## src/rtl/bp_cce_hybrid_req_router.sv

```systemverilog
// Steers LCE request bursts (header + optional data beats) to the cached or uncached pipe.
// Define BP_CCE_HYBRID_ROUTER_SKID_EN to add a 1-entry registered header buffer (1-cycle header latency).
//
// state            | meaning
// e_ready          | waiting for / forwarding a request header
// e_data_cached    | forwarding data beats of the current burst to the cached pipe
// e_data_uncached  | forwarding data beats of the current burst to the uncached pipe
//
// Header layout, LSB first: msg_type[3:0], subop[7:4], addr[8 +: paddr_width_p], size[2:0], lce_id.
module bp_cce_hybrid_req_router
  #(parameter int paddr_width_p     = 40
   ,parameter int lce_id_width_p    = 8
   ,parameter int lce_data_width_p  = 64
   ,parameter int cce_block_width_p = 512
   ,parameter logic [paddr_width_p-1:0] cacheable_addr_lo_p = 40'h00_8000_0000
   ,parameter logic [paddr_width_p-1:0] cacheable_addr_hi_p = 40'hFF_FFFF_FFFF
   ,localparam int lce_req_msg_header_width_lp = lce_id_width_p + 3 + paddr_width_p + 8
   )
   (input  logic                                   clk_i
   ,input  logic                                   reset_i

   ,input  logic [lce_req_msg_header_width_lp-1:0] lce_req_header_i
   ,input  logic                                   lce_req_header_v_i
   ,output logic                                   lce_req_header_ready_and_o
   ,input  logic                                   lce_req_has_data_i
   ,input  logic [lce_data_width_p-1:0]            lce_req_data_i
   ,input  logic                                   lce_req_data_v_i
   ,output logic                                   lce_req_data_ready_and_o
   ,input  logic                                   lce_req_last_i

   ,output logic [lce_req_msg_header_width_lp-1:0] cached_header_o
   ,output logic                                   cached_header_v_o
   ,input  logic                                   cached_header_ready_and_i
   ,output logic                                   cached_has_data_o
   ,output logic [lce_data_width_p-1:0]            cached_data_o
   ,output logic                                   cached_data_v_o
   ,input  logic                                   cached_data_ready_and_i
   ,output logic                                   cached_last_o

   ,output logic [lce_req_msg_header_width_lp-1:0] uncached_header_o
   ,output logic                                   uncached_header_v_o
   ,input  logic                                   uncached_header_ready_and_i
   ,output logic                                   uncached_has_data_o
   ,output logic [lce_data_width_p-1:0]            uncached_data_o
   ,output logic                                   uncached_data_v_o
   ,input  logic                                   uncached_data_ready_and_i
   ,output logic                                   uncached_last_o

   ,output logic                                   idle_o
   );

    localparam int hw_lp            = lce_req_msg_header_width_lp;
    localparam int beats_lp         = cce_block_width_p / lce_data_width_p;
    localparam int beat_cnt_width_lp = ((beats_lp > 1) ? $clog2(beats_lp) : 1) + 1;

    typedef enum logic [3:0] {
        e_bedrock_req_rd_miss = 4'd0,
        e_bedrock_req_wr_miss = 4'd1,
        e_bedrock_req_uc_rd   = 4'd2,
        e_bedrock_req_uc_wr   = 4'd3,
        e_bedrock_req_uc_amo  = 4'd4
    } bp_bedrock_req_type_e;

    typedef enum logic [1:0] {e_ready, e_data_cached, e_data_uncached} state_e;

    // Only coherent misses to the cacheable window go cached; everything else, including unknown types, is uncached.
    function automatic logic route_cached(input logic [3:0] msg_type, input logic [paddr_width_p-1:0] addr);
        logic [paddr_width_p:0] below_lo;
        logic [paddr_width_p:0] above_hi;
        below_lo = {1'b0, addr} - {1'b0, cacheable_addr_lo_p};
        above_hi = {1'b0, cacheable_addr_hi_p} - {1'b0, addr};
        return ((msg_type == e_bedrock_req_rd_miss) || (msg_type == e_bedrock_req_wr_miss))
               && !below_lo[paddr_width_p] && !above_hi[paddr_width_p];
    endfunction

    state_e                       state_r;
    logic [beat_cnt_width_lp-1:0] beat_cnt_r;

    logic [hw_lp-1:0] hdr_fwd;
    logic             hdr_fwd_v;
    logic             hdr_fwd_has_data;
    logic             hdr_fwd_cached;
    logic             hdr_sel_ready;
    logic             hdr_in_ready;
    logic             hdr_out_hs;
    logic             buf_busy;
    logic             data_hs;

    assign hdr_sel_ready = hdr_fwd_cached ? cached_header_ready_and_i : uncached_header_ready_and_i;
    assign hdr_out_hs    = ~reset_i & (state_r == e_ready) & hdr_fwd_v & hdr_sel_ready;
    assign data_hs       = lce_req_data_v_i & lce_req_data_ready_and_o;

`ifdef BP_CCE_HYBRID_ROUTER_SKID_EN
    logic [hw_lp-1:0] buf_header_r;
    logic             buf_v_r;
    logic             buf_has_data_r;
    logic             buf_cached_r;
    logic             hdr_in_hs;

    assign hdr_fwd          = buf_header_r;
    assign hdr_fwd_v        = buf_v_r;
    assign hdr_fwd_has_data = buf_has_data_r;
    assign hdr_fwd_cached   = buf_cached_r;
    assign hdr_in_ready     = ~buf_v_r | hdr_out_hs;
    assign hdr_in_hs        = lce_req_header_v_i & lce_req_header_ready_and_o;
    assign buf_busy         = buf_v_r;

    always_ff @(posedge clk_i) begin
        if (reset_i) begin
            buf_v_r <= 1'b0;
        end else if (hdr_in_hs) begin
            buf_v_r        <= 1'b1;
            buf_header_r   <= lce_req_header_i;
            buf_has_data_r <= lce_req_has_data_i;
            buf_cached_r   <= route_cached(lce_req_header_i[3:0], lce_req_header_i[8 +: paddr_width_p]);
        end else if (hdr_out_hs) begin
            buf_v_r <= 1'b0;
        end
    end
`else
    assign hdr_fwd          = lce_req_header_i;
    assign hdr_fwd_v        = lce_req_header_v_i;
    assign hdr_fwd_has_data = lce_req_has_data_i;
    assign hdr_fwd_cached   = route_cached(lce_req_header_i[3:0], lce_req_header_i[8 +: paddr_width_p]);
    assign hdr_in_ready     = hdr_sel_ready;
    assign buf_busy         = 1'b0;
`endif

    always_ff @(posedge clk_i) begin
        if (reset_i) begin
            state_r    <= e_ready;
            beat_cnt_r <= '0;
        end else begin
            case (state_r)
                e_ready: begin
                    if (hdr_out_hs && hdr_fwd_has_data) begin
                        state_r    <= hdr_fwd_cached ? e_data_cached : e_data_uncached;
                        beat_cnt_r <= '0;
                    end
                end
                e_data_cached, e_data_uncached: begin
                    if (data_hs) begin
                        // A burst longer than one cache block is an upstream protocol error.
                        assert (beat_cnt_r < beat_cnt_width_lp'(beats_lp));
                        beat_cnt_r <= beat_cnt_r + beat_cnt_width_lp'(1);
                        if (lce_req_last_i) state_r <= e_ready;
                    end
                end
                default: state_r <= e_ready;
            endcase
        end
    end

    // All outputs are forced low while reset is held; the unselected channel always stays quiet.
    always_comb begin
        lce_req_header_ready_and_o = 1'b0;
        lce_req_data_ready_and_o   = 1'b0;
        cached_header_o     = '0;
        cached_header_v_o   = 1'b0;
        cached_has_data_o   = 1'b0;
        cached_data_o       = '0;
        cached_data_v_o     = 1'b0;
        cached_last_o       = 1'b0;
        uncached_header_o   = '0;
        uncached_header_v_o = 1'b0;
        uncached_has_data_o = 1'b0;
        uncached_data_o     = '0;
        uncached_data_v_o   = 1'b0;
        uncached_last_o     = 1'b0;
        if (!reset_i) begin
            case (state_r)
                e_ready: begin
                    lce_req_header_ready_and_o = hdr_in_ready;
                    if (hdr_fwd_v && hdr_fwd_cached) begin
                        cached_header_v_o = 1'b1;
                        cached_header_o   = hdr_fwd;
                        cached_has_data_o = hdr_fwd_has_data;
                    end else if (hdr_fwd_v) begin
                        uncached_header_v_o = 1'b1;
                        uncached_header_o   = hdr_fwd;
                        uncached_has_data_o = hdr_fwd_has_data;
                    end
                end
                e_data_cached: begin
                    lce_req_data_ready_and_o = cached_data_ready_and_i;
                    cached_data_v_o = lce_req_data_v_i;
                    cached_data_o   = lce_req_data_i;
                    cached_last_o   = lce_req_last_i;
                end
                e_data_uncached: begin
                    lce_req_data_ready_and_o = uncached_data_ready_and_i;
                    uncached_data_v_o = lce_req_data_v_i;
                    uncached_data_o   = lce_req_data_i;
                    uncached_last_o   = lce_req_last_i;
                end
                default: ;
            endcase
        end
    end

    assign idle_o = reset_i | ((state_r == e_ready) & ~buf_busy);

endmodule

```

## config.mk

```make
export PLATFORM = sky130hd
export DESIGN_NAME = bp_cce_hybrid_req_router
export DESIGN_NICKNAME = d
export VERILOG_FILES = /design/src/rtl/bp_cce_hybrid_req_router.sv
export SDC_FILE = /design/constraint.sdc
export NUM_CORES = 1
export LEC_CHECK = 0
export ABC_AREA = 1
export CAP_MARGIN = 20
export CORE_AREA = 2 2 150 152
export CTS_CLUSTER_SIZE = 20
export DETAILED_ROUTE_END_ITERATION = 8
export DIE_AREA = 0 0 152 154
export SLEW_MARGIN = 40
export SYNTH_ARGS = -nofsm -noshare
export SYNTH_HDL_FRONTEND = slang
export SYNTH_SLANG_ARGS = --single-unit
```

## constraint.sdc

```tcl
create_clock -name clk_i -period 1.88 [get_ports clk_i]
set_input_delay 0.376 -clock clk_i [delete_from_list [all_inputs] [get_ports clk_i]]
set_output_delay 0.376 -clock clk_i [all_outputs]
set_load 0.005 [all_outputs]
```

==> flow_metrics.env <==
export IMPL_synth_top_cell_area_share_pct=43.9
export IMPL_r2r_end="state_r[1]$_SDFFE_PP0P_"
export IMPL_rows=54
export IMPL_die_x_um=152
export IMPL_yosysMostFrequentCell="nor2_1"
export IMPL_dp_hpwl_um=14400
export IMPL_viasPerCell=3.69
export IMPL_drc_errors=0
export IMPL_wl_per_cell_um=15.5
export IMPL_overflow=0
export IMPL_path_max_fanout=7
export IMPL_synthDistinctLibCells=20
export IMPL_numPortBuffers=386
export IMPL_syn_mean_instance_area_sq_um=4.29
export IMPL_ys_ff_latch=2
export IMPL_cts_buffers_inserted=3
export IMPL_place_gp_congestion=0.793
export IMPL_post_route_cells_drive_above_1_share_pct=64.7
export IMPL_max_freq_ghz=0.462
export IMPL_p_clk_share_pct=8.5
export IMPL_grt_usage_pct=15.2
export IMPL_crit_end="cached_header_o[57]"
export IMPL_power_frac_comb_pct=89.5
export IMPL_cts_sinks=2
export IMPL_ir_worst_vdd_mv=0.230
export IMPL_area_growth_pct=288
export IMPL_grt_setup_unrepaired="yes"
export IMPL_clkSlewWorstSetupHoldPaths_ns=0.03
export IMPL_top_regs="state_r: 2 flops"
export IMPL_postCtsHoldBufs=0
export IMPL_fillers=2338
export IMPL_crit_path_start="state_r[1]$_SDFFE_PP0P_"
export IMPL_yosys_top_cells_count="233 x nor2_1, 134 x inv_1, 23 x nor2_2"
export IMPL_grt_max_degree=18
export IMPL_ys_async_sr_fraction_pct=0
export IMPL_insertion_delay_ns=0.22
export IMPL_hold_class="reg2reg"
export IMPL_nNetsFinal=1096
export IMPL_antenna_found_initial=1
export IMPL_final_util_pct=35.6
export IMPL_grt_pass1_vias=4624
export IMPL_required_ns=1.50
export IMPL_grt_pass1_wl_um=27700
export IMPL_synth_edf_count=0
export IMPL_final_hold_viol_count=0
export IMPL_fin_ws_ns=-0.285
export IMPL_intPower_uw=2160
export IMPL_pin_count=390
export IMPL_postRouteAntennaNets=0
export IMPL_power_density_mw_per_mm2=486
export IMPL_end_kind="output port"
export IMPL_largest_reg_flops=2
export IMPL_p_seq_share_pct=2.0
export IMPL_finalSetupTns_ns=-27.20
export IMPL_violations="setup timing"
export IMPL_outcome="finished, violations left"
export IMPL_vias=4570
export IMPL_die_area_sq_mm=0.0234
export IMPL_ys_top_cells_by_area="nor2_1 44%, inv_1 25%, nor2_2 7.2%"
export IMPL_die_h_um=154
export IMPL_finalCritPeriodShare_pct=115
export IMPL_htree_levels=1
export IMPL_switching_share_pct=42.5
export IMPL_wl_um=19300
export IMPL_dp_cells=1147
export IMPL_cp_arrival_ns=1.79
export IMPL_leakagePower_uw=0.00432
export IMPL_power_switching_uw=1590
export IMPL_drtIter0Drc=135
export IMPL_start_util_pct=9.18
export IMPL_r2r_start="state_r[0]$_SDFFE_PP0P_"
export IMPL_dominantRegCellSynth="dfxtp_1"
export IMPL_setup_viol=174
export IMPL_cts_buffer_depth=2
export IMPL_clock_root_buffer="clkbuf_16"
export IMPL_dr_pass1_iters=4
export IMPL_synth_top_area_cell="nor2_1"
export IMPL_top_register="state_r"
export IMPL_finClkSkew_ns=0.00266
export IMPL_syn_inst=464
export IMPL_syn_cell_area_sq_mm=0.00199
export IMPL_ys_seq_area_share_pct=2.01
export IMPL_hold_ws_ns=0.607
export IMPL_fin_crit_ns=2.16
export IMPL_drv_slew=0
export IMPL_crit_type="reg2out"
export IMPL_core_area_sq_mm=0.0217
export IMPL_cts_tree="done"
export IMPL_maxCapViolCount=0
export IMPL_power_uw=3750
export IMPL_final_cells=1239
export IMPL_yosys_warnings=0
export IMPL_critPathLaunchType="register"
export IMPL_r2r_cells=15
export IMPL_regToRegSetupSlack_ns=0.02
cell usage in the layout (no fill, tap or decap), drive strengths merged:
master / n
buf: 344
nor2: 257
inv: 142
clkdlybuf4s50: 118
clkbuf: 46
nand2: 12
nand3: 10
dlymetal6s2s: 5
dlygate4sd2: 4
clkdlybuf4s15: 4
nor3: 4
ha: 3
conb: 3
dfxtp: 2
a21oi: 2
diode: 1
o21bai: 1
o31ai: 1
what timing repair did:
| item | in CTS | in global routing |
|---|---|---|
| cloned | 16 | 5 |
| endpoints found under the setup margin | 256 | 256 |
| pin swaps | 20 | 21 |
| resized for setup | 988 | 426 |
| buffers inserted | 44 | 37 |
per-layer routing:
metal	vias up	track usage, %	wire length, um
li1	2248	-	-
met1	2074	17.1	7350
met5	-	0	0
met2	236	29.5	10500
met3	12	2.54	1160
met4	0	3.60	268
worst max-delay path, cell delays in order (launching register included):
cell     delay, ns
dfxtp_2       0.31
inv_2         0.07
ha_4          0.14
inv_2         0.04
nor3_2        0.12
inv_2         0.09
nor2_4        0.20
inv_8         0.09
buf_12        0.14
buf_16        0.14
nor2_4        0.10
buf_2         0.12
power groups by stage:
stage	Clock (uW)	Combinational, uW	Sequential [uW]
finish	320	3360	74.2
global route	332	3600	75.9
CTS	325	2910	73.3
detailed placement	0	2320	67.7
global placement	0	2310	67.8
floorplan	0	756	68.9
how the worst min path moves through the flow:
| stage | start | end | slack [ns] | cells after the start |
|---|---|---|---|---|
| finish | state_r[1]$_SDFFE_PP0P_ | state_r[1]$_SDFFE_PP0P_ | 0.61 | 3 |
| global route | state_r[0]$_SDFFE_PP0P_ | state_r[0]$_SDFFE_PP0P_ | 0.65 | 3 |
| CTS | state_r[1]$_SDFFE_PP0P_ | state_r[1]$_SDFFE_PP0P_ | 0.61 | 3 |
| detailed placement | state_r[1]$_SDFFE_PP0P_ | state_r[1]$_SDFFE_PP0P_ | 0.59 | 3 |
| global placement | state_r[1]$_SDFFE_PP0P_ | state_r[1]$_SDFFE_PP0P_ | 0.58 | 3 |
| floorplan | state_r[1]$_SDFFE_PP0P_ | state_r[1]$_SDFFE_PP0P_ | 0.48 | 2 |
stage by stage:
step / worst slack, ns / cell area [sq um]
after floorplan: 0.0613 / 2000
after global placement: -0.965 / 6420
after detailed placement: -0.996 / 6420
after CTS: -0.313 / 7120
after global routing: -0.361 / 7720
final: -0.285 / 7720
cell families after synthesis:
kind of cell             share of synthesized area [%]
other                                            0.188
adder cells (fa/ha/maj)                           1.88
AND/OR/NAND/NOR                                   57.7
buffers and inverters                             36.4
AO/OA/AOI/OAI                                     1.82
flip-flops                                        2.01
final cells by class:
| cell class | instances | area (sq um) | area share (%) |
|---|---|---|---|
| Antenna cell | 1 | 2.50 | 0.0324 |
| Clock buffer | 3 | 75.1 | 0.972 |
| Inverter | 142 | 553 | 7.16 |
| Multi-Input combinational cell | 293 | 2260 | 29.2 |
| Sequential cell | 2 | 42.5 | 0.551 |
| Tap cell | 280 | 350 | 4.54 |
| Timing Repair Buffer | 518 | 4440 | 57.5 |
Power figures use the tool's default switching activity.
